`config.mk`:
```
export PLATFORM = sky130hd
export DESIGN_NAME = pc_sequencer_flat
export DESIGN_NICKNAME = d
export VERILOG_FILES = /design/src/rtl/pc_sequencer_if.sv /design/src/rtl/pc_sequencer.sv /design/src/flat_wrapper.sv
export SDC_FILE = /design/constraint.sdc
export NUM_CORES = 1
export LEC_CHECK = 0
export BUFFER_PORTS_ARGS = -buffer_cell sky130_fd_sc_hd__buf_2
export CAP_MARGIN = 20
export CORE_MARGIN = 3
export CORE_UTILIZATION = 41
export CTS_BUF_LIST = sky130_fd_sc_hd__clkbuf_8 sky130_fd_sc_hd__clkbuf_16
export DETAILED_ROUTE_END_ITERATION = 8
export GPL_ROUTABILITY_DRIVEN = 0
export PLACE_DENSITY = 0.74
export RECOVER_POWER = 25
export SLEW_MARGIN = 20
export SYNTH_ARGS = -nofsm -noshare
export SYNTH_HDL_FRONTEND = slang
export SYNTH_SLANG_ARGS = --single-unit
```
`constraint.sdc`:
```
create_clock -name CLK -period 2.9 [get_ports CLK]
set_input_delay 0 -clock CLK [delete_from_list [all_inputs] [get_ports CLK]]
set_output_delay 0 -clock CLK [all_outputs]
set_load 0.1 [all_outputs]
```
`src/rtl/pc_sequencer_if.sv`:
```
// Bundle of the instruction-memory handshake and the execute-stage interface
// that connects the PC sequencer to memory and the decode/execute datapath.
interface pc_sequencer_if;
  logic        InstrReq;
  logic [63:0] InstrAddr;
  logic        InstrAck;
  logic [31:0] InstrData;
  logic [31:0] Instruction;
  logic        InstrValid;
  logic        ExecDone;
  logic        Branch;
  logic        Uncondbranch;
  logic        ALUZero;
  logic [63:0] SignExtImm64;
  logic [63:0] CurrentPC;
  logic        Halt;
  logic        Halted;
  logic        Fault;
  logic [31:0] RetiredCount;

  // Sequencer side
  modport master (
    output InstrReq, InstrAddr, Instruction, InstrValid, CurrentPC,
           Halted, Fault, RetiredCount,
    input  InstrAck, InstrData, ExecDone, Branch, Uncondbranch, ALUZero,
           SignExtImm64, Halt
  );

  // Memory / datapath side
  modport slave (
    input  InstrReq, InstrAddr, Instruction, InstrValid, CurrentPC,
           Halted, Fault, RetiredCount,
    output InstrAck, InstrData, ExecDone, Branch, Uncondbranch, ALUZero,
           SignExtImm64, Halt
  );
endinterface

```
`src/rtl/pc_sequencer.sv`:
```
// Multi-cycle LEGv8 program-counter sequencer: fetches one instruction,
// holds it while execute resolves the branch, then commits the next PC.
// Stops in HALTED on request or in FAULT on fetch timeout / misaligned target.
module pc_sequencer #(
  parameter logic [63:0] START_PC    = 64'h0,
  parameter int          ACK_TIMEOUT = 16
) (
  input  logic          CLK,
  input  logic          Reset,
  pc_sequencer_if.master bus
);

  typedef enum logic [1:0] {
    FETCH  = 2'd0,
    EXEC   = 2'd1,
    HALTED = 2'd2,
    FAULT  = 2'd3
  } state_t;

  // Last un-acknowledged FETCH cycle count before the timeout edge
  localparam logic [7:0] ACK_LAST = 8'(ACK_TIMEOUT - 1);

  state_t      state, stateNext;
  logic [63:0] pcQ, pcNext;
  logic [31:0] instrQ, instrNext;
  logic [31:0] retiredQ, retiredNext;
  logic [7:0]  waitCnt, waitCntNext;
  logic [63:0] target;

  // LEGv8 next-PC selection; modulo-2^64 add so the PC wraps naturally
  function automatic logic [63:0] branchTarget(
    input logic [63:0]        pc,
    input logic signed [63:0] offset,
    input logic               uncond,
    input logic               br,
    input logic               zero
  );
    logic take;
    take = uncond | (br & zero);
    return take ? (pc + $unsigned(offset)) : (pc + 64'd4);
  endfunction

  assign target = branchTarget(pcQ, $signed(bus.SignExtImm64),
                               bus.Uncondbranch, bus.Branch, bus.ALUZero);

  // State and architectural registers; reset overrides every state
  always_ff @(posedge CLK) begin
    if (Reset) begin
      state    <= FETCH;
      pcQ      <= START_PC;
      instrQ   <= 32'd0;
      retiredQ <= 32'd0;
      waitCnt  <= 8'd0;
    end else begin
      state    <= stateNext;
      pcQ      <= pcNext;
      instrQ   <= instrNext;
      retiredQ <= retiredNext;
      waitCnt  <= waitCntNext;
    end
  end

  // Next-state, fetch latch, timeout counting and retirement
  always_comb begin
    stateNext   = state;
    pcNext      = pcQ;
    instrNext   = instrQ;
    retiredNext = retiredQ;
    waitCntNext = waitCnt;
    case (state)
      FETCH: begin
        if (bus.InstrAck) begin
          instrNext   = bus.InstrData;
          waitCntNext = 8'd0;
          stateNext   = EXEC;
        end else if (waitCnt == ACK_LAST) begin
          waitCntNext = 8'd0;
          stateNext   = FAULT;
        end else begin
          waitCntNext = waitCnt + 8'd1;
        end
      end
      EXEC: begin
        if (bus.ExecDone) begin
          if (target[1:0] == 2'b00) begin
            pcNext      = target;
            retiredNext = retiredQ + 32'd1;
            stateNext   = bus.Halt ? HALTED : FETCH;
          end else begin
            stateNext = FAULT;
          end
        end
      end
      default: begin
        stateNext = state;
      end
    endcase
  end

  assign bus.InstrReq     = (state == FETCH);
  assign bus.InstrValid   = (state == EXEC);
  assign bus.Halted       = (state == HALTED);
  assign bus.Fault        = (state == FAULT);
  assign bus.InstrAddr    = pcQ;
  assign bus.CurrentPC    = pcQ;
  assign bus.Instruction  = instrQ;
  assign bus.RetiredCount = retiredQ;

endmodule

```
`src/flat_wrapper.sv`:
```
// flat-port wrapper written by rule: the top's interface ports become plain ports
module pc_sequencer_flat 
#(
  parameter logic [63:0] START_PC    = 64'h0,
  parameter int          ACK_TIMEOUT = 16
)
  (CLK, Reset, bus_InstrReq, bus_InstrAddr, bus_Instruction, bus_InstrValid, bus_CurrentPC, bus_Halted, bus_Fault, bus_RetiredCount, bus_InstrAck, bus_InstrData, bus_ExecDone, bus_Branch, bus_Uncondbranch, bus_ALUZero, bus_SignExtImm64, bus_Halt);
  pc_sequencer_if bus_i ();
  input  logic CLK;
  input  logic Reset;
  output wire logic [$bits(bus_i.InstrReq)-1:0] bus_InstrReq;
  output wire logic [$bits(bus_i.InstrAddr)-1:0] bus_InstrAddr;
  output wire logic [$bits(bus_i.Instruction)-1:0] bus_Instruction;
  output wire logic [$bits(bus_i.InstrValid)-1:0] bus_InstrValid;
  output wire logic [$bits(bus_i.CurrentPC)-1:0] bus_CurrentPC;
  output wire logic [$bits(bus_i.Halted)-1:0] bus_Halted;
  output wire logic [$bits(bus_i.Fault)-1:0] bus_Fault;
  output wire logic [$bits(bus_i.RetiredCount)-1:0] bus_RetiredCount;
  input wire logic [$bits(bus_i.InstrAck)-1:0] bus_InstrAck;
  input wire logic [$bits(bus_i.InstrData)-1:0] bus_InstrData;
  input wire logic [$bits(bus_i.ExecDone)-1:0] bus_ExecDone;
  input wire logic [$bits(bus_i.Branch)-1:0] bus_Branch;
  input wire logic [$bits(bus_i.Uncondbranch)-1:0] bus_Uncondbranch;
  input wire logic [$bits(bus_i.ALUZero)-1:0] bus_ALUZero;
  input wire logic [$bits(bus_i.SignExtImm64)-1:0] bus_SignExtImm64;
  input wire logic [$bits(bus_i.Halt)-1:0] bus_Halt;
  assign bus_InstrReq = bus_i.InstrReq;
  assign bus_InstrAddr = bus_i.InstrAddr;
  assign bus_Instruction = bus_i.Instruction;
  assign bus_InstrValid = bus_i.InstrValid;
  assign bus_CurrentPC = bus_i.CurrentPC;
  assign bus_Halted = bus_i.Halted;
  assign bus_Fault = bus_i.Fault;
  assign bus_RetiredCount = bus_i.RetiredCount;
  assign bus_i.InstrAck = bus_InstrAck;
  assign bus_i.InstrData = bus_InstrData;
  assign bus_i.ExecDone = bus_ExecDone;
  assign bus_i.Branch = bus_Branch;
  assign bus_i.Uncondbranch = bus_Uncondbranch;
  assign bus_i.ALUZero = bus_ALUZero;
  assign bus_i.SignExtImm64 = bus_SignExtImm64;
  assign bus_i.Halt = bus_Halt;
  pc_sequencer #(.START_PC(START_PC), .ACK_TIMEOUT(ACK_TIMEOUT)) u_core (.CLK(CLK), .Reset(Reset), .bus(bus_i));
endmodule
```
==> metrics <==
run status=finished, violations left; failing checks=setup timing; vias per inst=5.90; Psw=2.39 mW; core area=26,300 sq um; startpoint types=register; unrepaired setup endpoints after global routing=yes; Clk pwr share=0.371; most common cell in the netlist=nand2_1; CP endpoint kind=register; register area=2900 sq um; Final Hold Viols=0; Die Footprint=28,900 sq um; Syn Nets=1,720; synthesis-to-finish area growth=37.5%; TritonCTS Buffers=17; per-cell routed wire length=18.6 um; clock skew=0.0102 ns; worst endpoint data arrival time=3.36 ns; largest net degree at the start of global routing=76; Slew @ Worst Pin=1.24 ns; Die X=170 um; Initial Util=0.420; Routed Antenna Nets=0; DRT iter0 DRCs=1,236; Netlist cell types=74; Primary FF master, synth=dfxtp_1; Global Route Usage Sum=0.270; # port buffers=299; first-pass GRT wire length=64,200 um; Setup TNS=-0.368 ns; filler cell count=2,416; cell row count=59; Slew Limit Fails=0; top post-synthesis cells by area=dfxtp_1 25%, a21oi_1 8.8%, ha_1 7.5%, nand2_1 7.2%, nor2_1 5.3%; worst setup path class=reg -> reg; Pint=3.76 mW; total gr overflow=0; I/O pin cnt=300; final setup vio count=6; Final HPWL DP=29,700 um; Clock Sinks=138; part of the power in registers=0.325; sequential-to-total area share from yosys stat=0.250; PnR worst setup slack=-0.134 ns; layout cell share with drive strength beyond 1=0.316; First-pass DRT Iterations=7; CTS Root Cell=clkbuf_16; share of the synthesized area in the top cell type=0.250; Final Critical Period=3.03 ns; DRC viols=0; Pwr Total=6.16 mW; Sw Ratio=0.389; synthesized flop and latch total=138; area of the multi-input gates=8080 sq um; H-tree depth=4; Worst Path Required=3.22 ns; FMAX=0.330 GHz; synthesized cell area=11,000 sq um; pwr/cell area=405 nW/um^2; worst hold path type=in -> reg; period utilisation layout=1.05; commonest cells in the netlist=211 x nand2_1, 194 x a21oi_1, 155 x nor2_1, 138 x dfxtp_1, 102 x o21ai_0; number of global-route vias before repair=12,388; CTS tree=done; Synth area leader=dfxtp_1; chip height=170 um; initial antenna violation count=1; VDD IR max=0.345 mV; Pleak=6.63 nW; number of synthesized flops with an enable pin=0; vias=13,395; Clock transition at path regs=0.07 ns; combinational fraction of design power=0.304; CP Max Fanout=4; Yosys warning count=0; asr flop ratio synth=0; CTS Buffer Depth=2; worst skew pair latency=0.43 ns; Final nets=2,091; Cells after Synth=1,549; synthesized area per cell=7.13 sq um; Rel. slew slack=0.176; max-cap violation count=0; routed wire length=42,200 um
[layout make-up]
cell class | count | share of cell area
clock inverter | 15 | 0.0106
timing repair buffer | 504 | 0.204
tap | 335 | 0.0276
antenna | 1 | 0.000165
inverter | 24 | 0.00593
sequential | 138 | 0.191
clock buffer | 17 | 0.0280
multi-input combinational | 1235 | 0.532
[metal layers]
layer,routed length [um],GRT usage,vias up
met2,19700,0.444,765
li1,-,-,6265
met4,1790,0.114,2
met1,17300,0.348,6222
met3,3420,0.0509,141
met5,13,0,-
[critical path, cell delays in order (launching register included)]
cell	delay (ns)
dfxtp_4	0.35
ha_4	0.25
a21o_1	0.18
a31oi_2	0.18
a211oi_2	0.12
or4_4	0.46
a22o_4	0.27
o31ai_4	0.21
o41ai_2	0.14
a21o_1	0.21
a211oi_2	0.25
mux2_4	0.31
[power by group through the flow]
stage          clock [mW]  sequential, mW  combinational [mW]
3_3_place_gp            0            2.03                1.71
2_1_floorplan           0            2.45               0.891
3_5_place_dp            0            2.04                1.73
5_1_grt              2.39            2.01                1.97
6_report             2.28            2.00                1.87
4_1_cts              2.32            1.99                1.79
[registers in the layout, indices dropped and copies added (netlist names)]
signal                   count
u_core.state                 2
u_core.bus.Instruction      32
u_core.bus.CurrentPC        64
u_core.waitCnt               8
u_core.bus.RetiredCount     32
[cell families after synthesis]
kind of cell | Yosys count | synth area share
compound gates | 485 | 0.269
simple gates | 598 | 0.253
xor+xnor | 80 | 0.0635
mux | 5 | 0.00476
buf+inv | 176 | 0.0826
flops | 138 | 0.250
fa+ha+maj | 67 | 0.0766
[cells in the final DEF (no fill, tap or decap), types with 9 or more instances in the layout]
cell,count
nand3_1,39
dlygate4sd3_1,35
a21oi_2,14
buf_4,159
nand4_1,41
or3_1,15
dfxtp_4,27
o21bai_1,11
nor3_1,38
o21ai_0,90
and3_1,26
clkbuf_1,74
clkbuf_16,17
inv_1,25
ha_1,59
nor2_1,147
nand2_1,208
a21oi_1,176
dfxtp_2,30
a21o_1,36
xor2_1,47
dfxtp_1,81
a31oi_1,18
a211oi_1,19
buf_2,224
buf_6,9
xnor2_1,24
[final timing paths]
path | depth (start not counted) | to | slack [ns] | start
setup / recovery | 11 | u_core.bus.CurrentPC[63] | -0.13 | u_core.bus.CurrentPC[4]
hold / removal | 5 | u_core.bus.CurrentPC[49] | 0.11 | bus_SignExtImm64[49]
hold reg to reg | 2 | u_core.bus.Instruction[17] | 0.45 | u_core.bus.Instruction[17]
setup reg to reg | 11 | u_core.bus.CurrentPC[63] | -0.13 | u_core.bus.CurrentPC[4]
[stage by stage]
| stage | util | hold slack [ns] | instances | setup WS (ns) | area [sq um] |
|---|---|---|---|---|---|
| floorplan | - | 0.136 | 1549 | -0.302 | 11400 |
| global placement | 0.521 | 0.240 | 2185 | -0.127 | 13700 |
| detailed placement | 0.521 | 0.247 | 2185 | -0.204 | 13700 |
| CTS | 0.562 | 0.0853 | 2257 | -0.124 | 14800 |
| global route | 0.578 | 0.118 | 2268 | -0.218 | 15200 |
| finish | 0.578 | 0.108 | 2269 | -0.134 | 15200 |
[repair_timing]
action | in CTS | in global routing
hold buffers | 36 | 0
endpoints found under the hold margin | 34 | 0
pin swaps | 12 | 62
setup endpoints to repair | 23 | 44
gates resized for setup | 18 | 87
buffers inserted | 4 | 12
No activity file was read; power rests on OpenSTA's default activity.
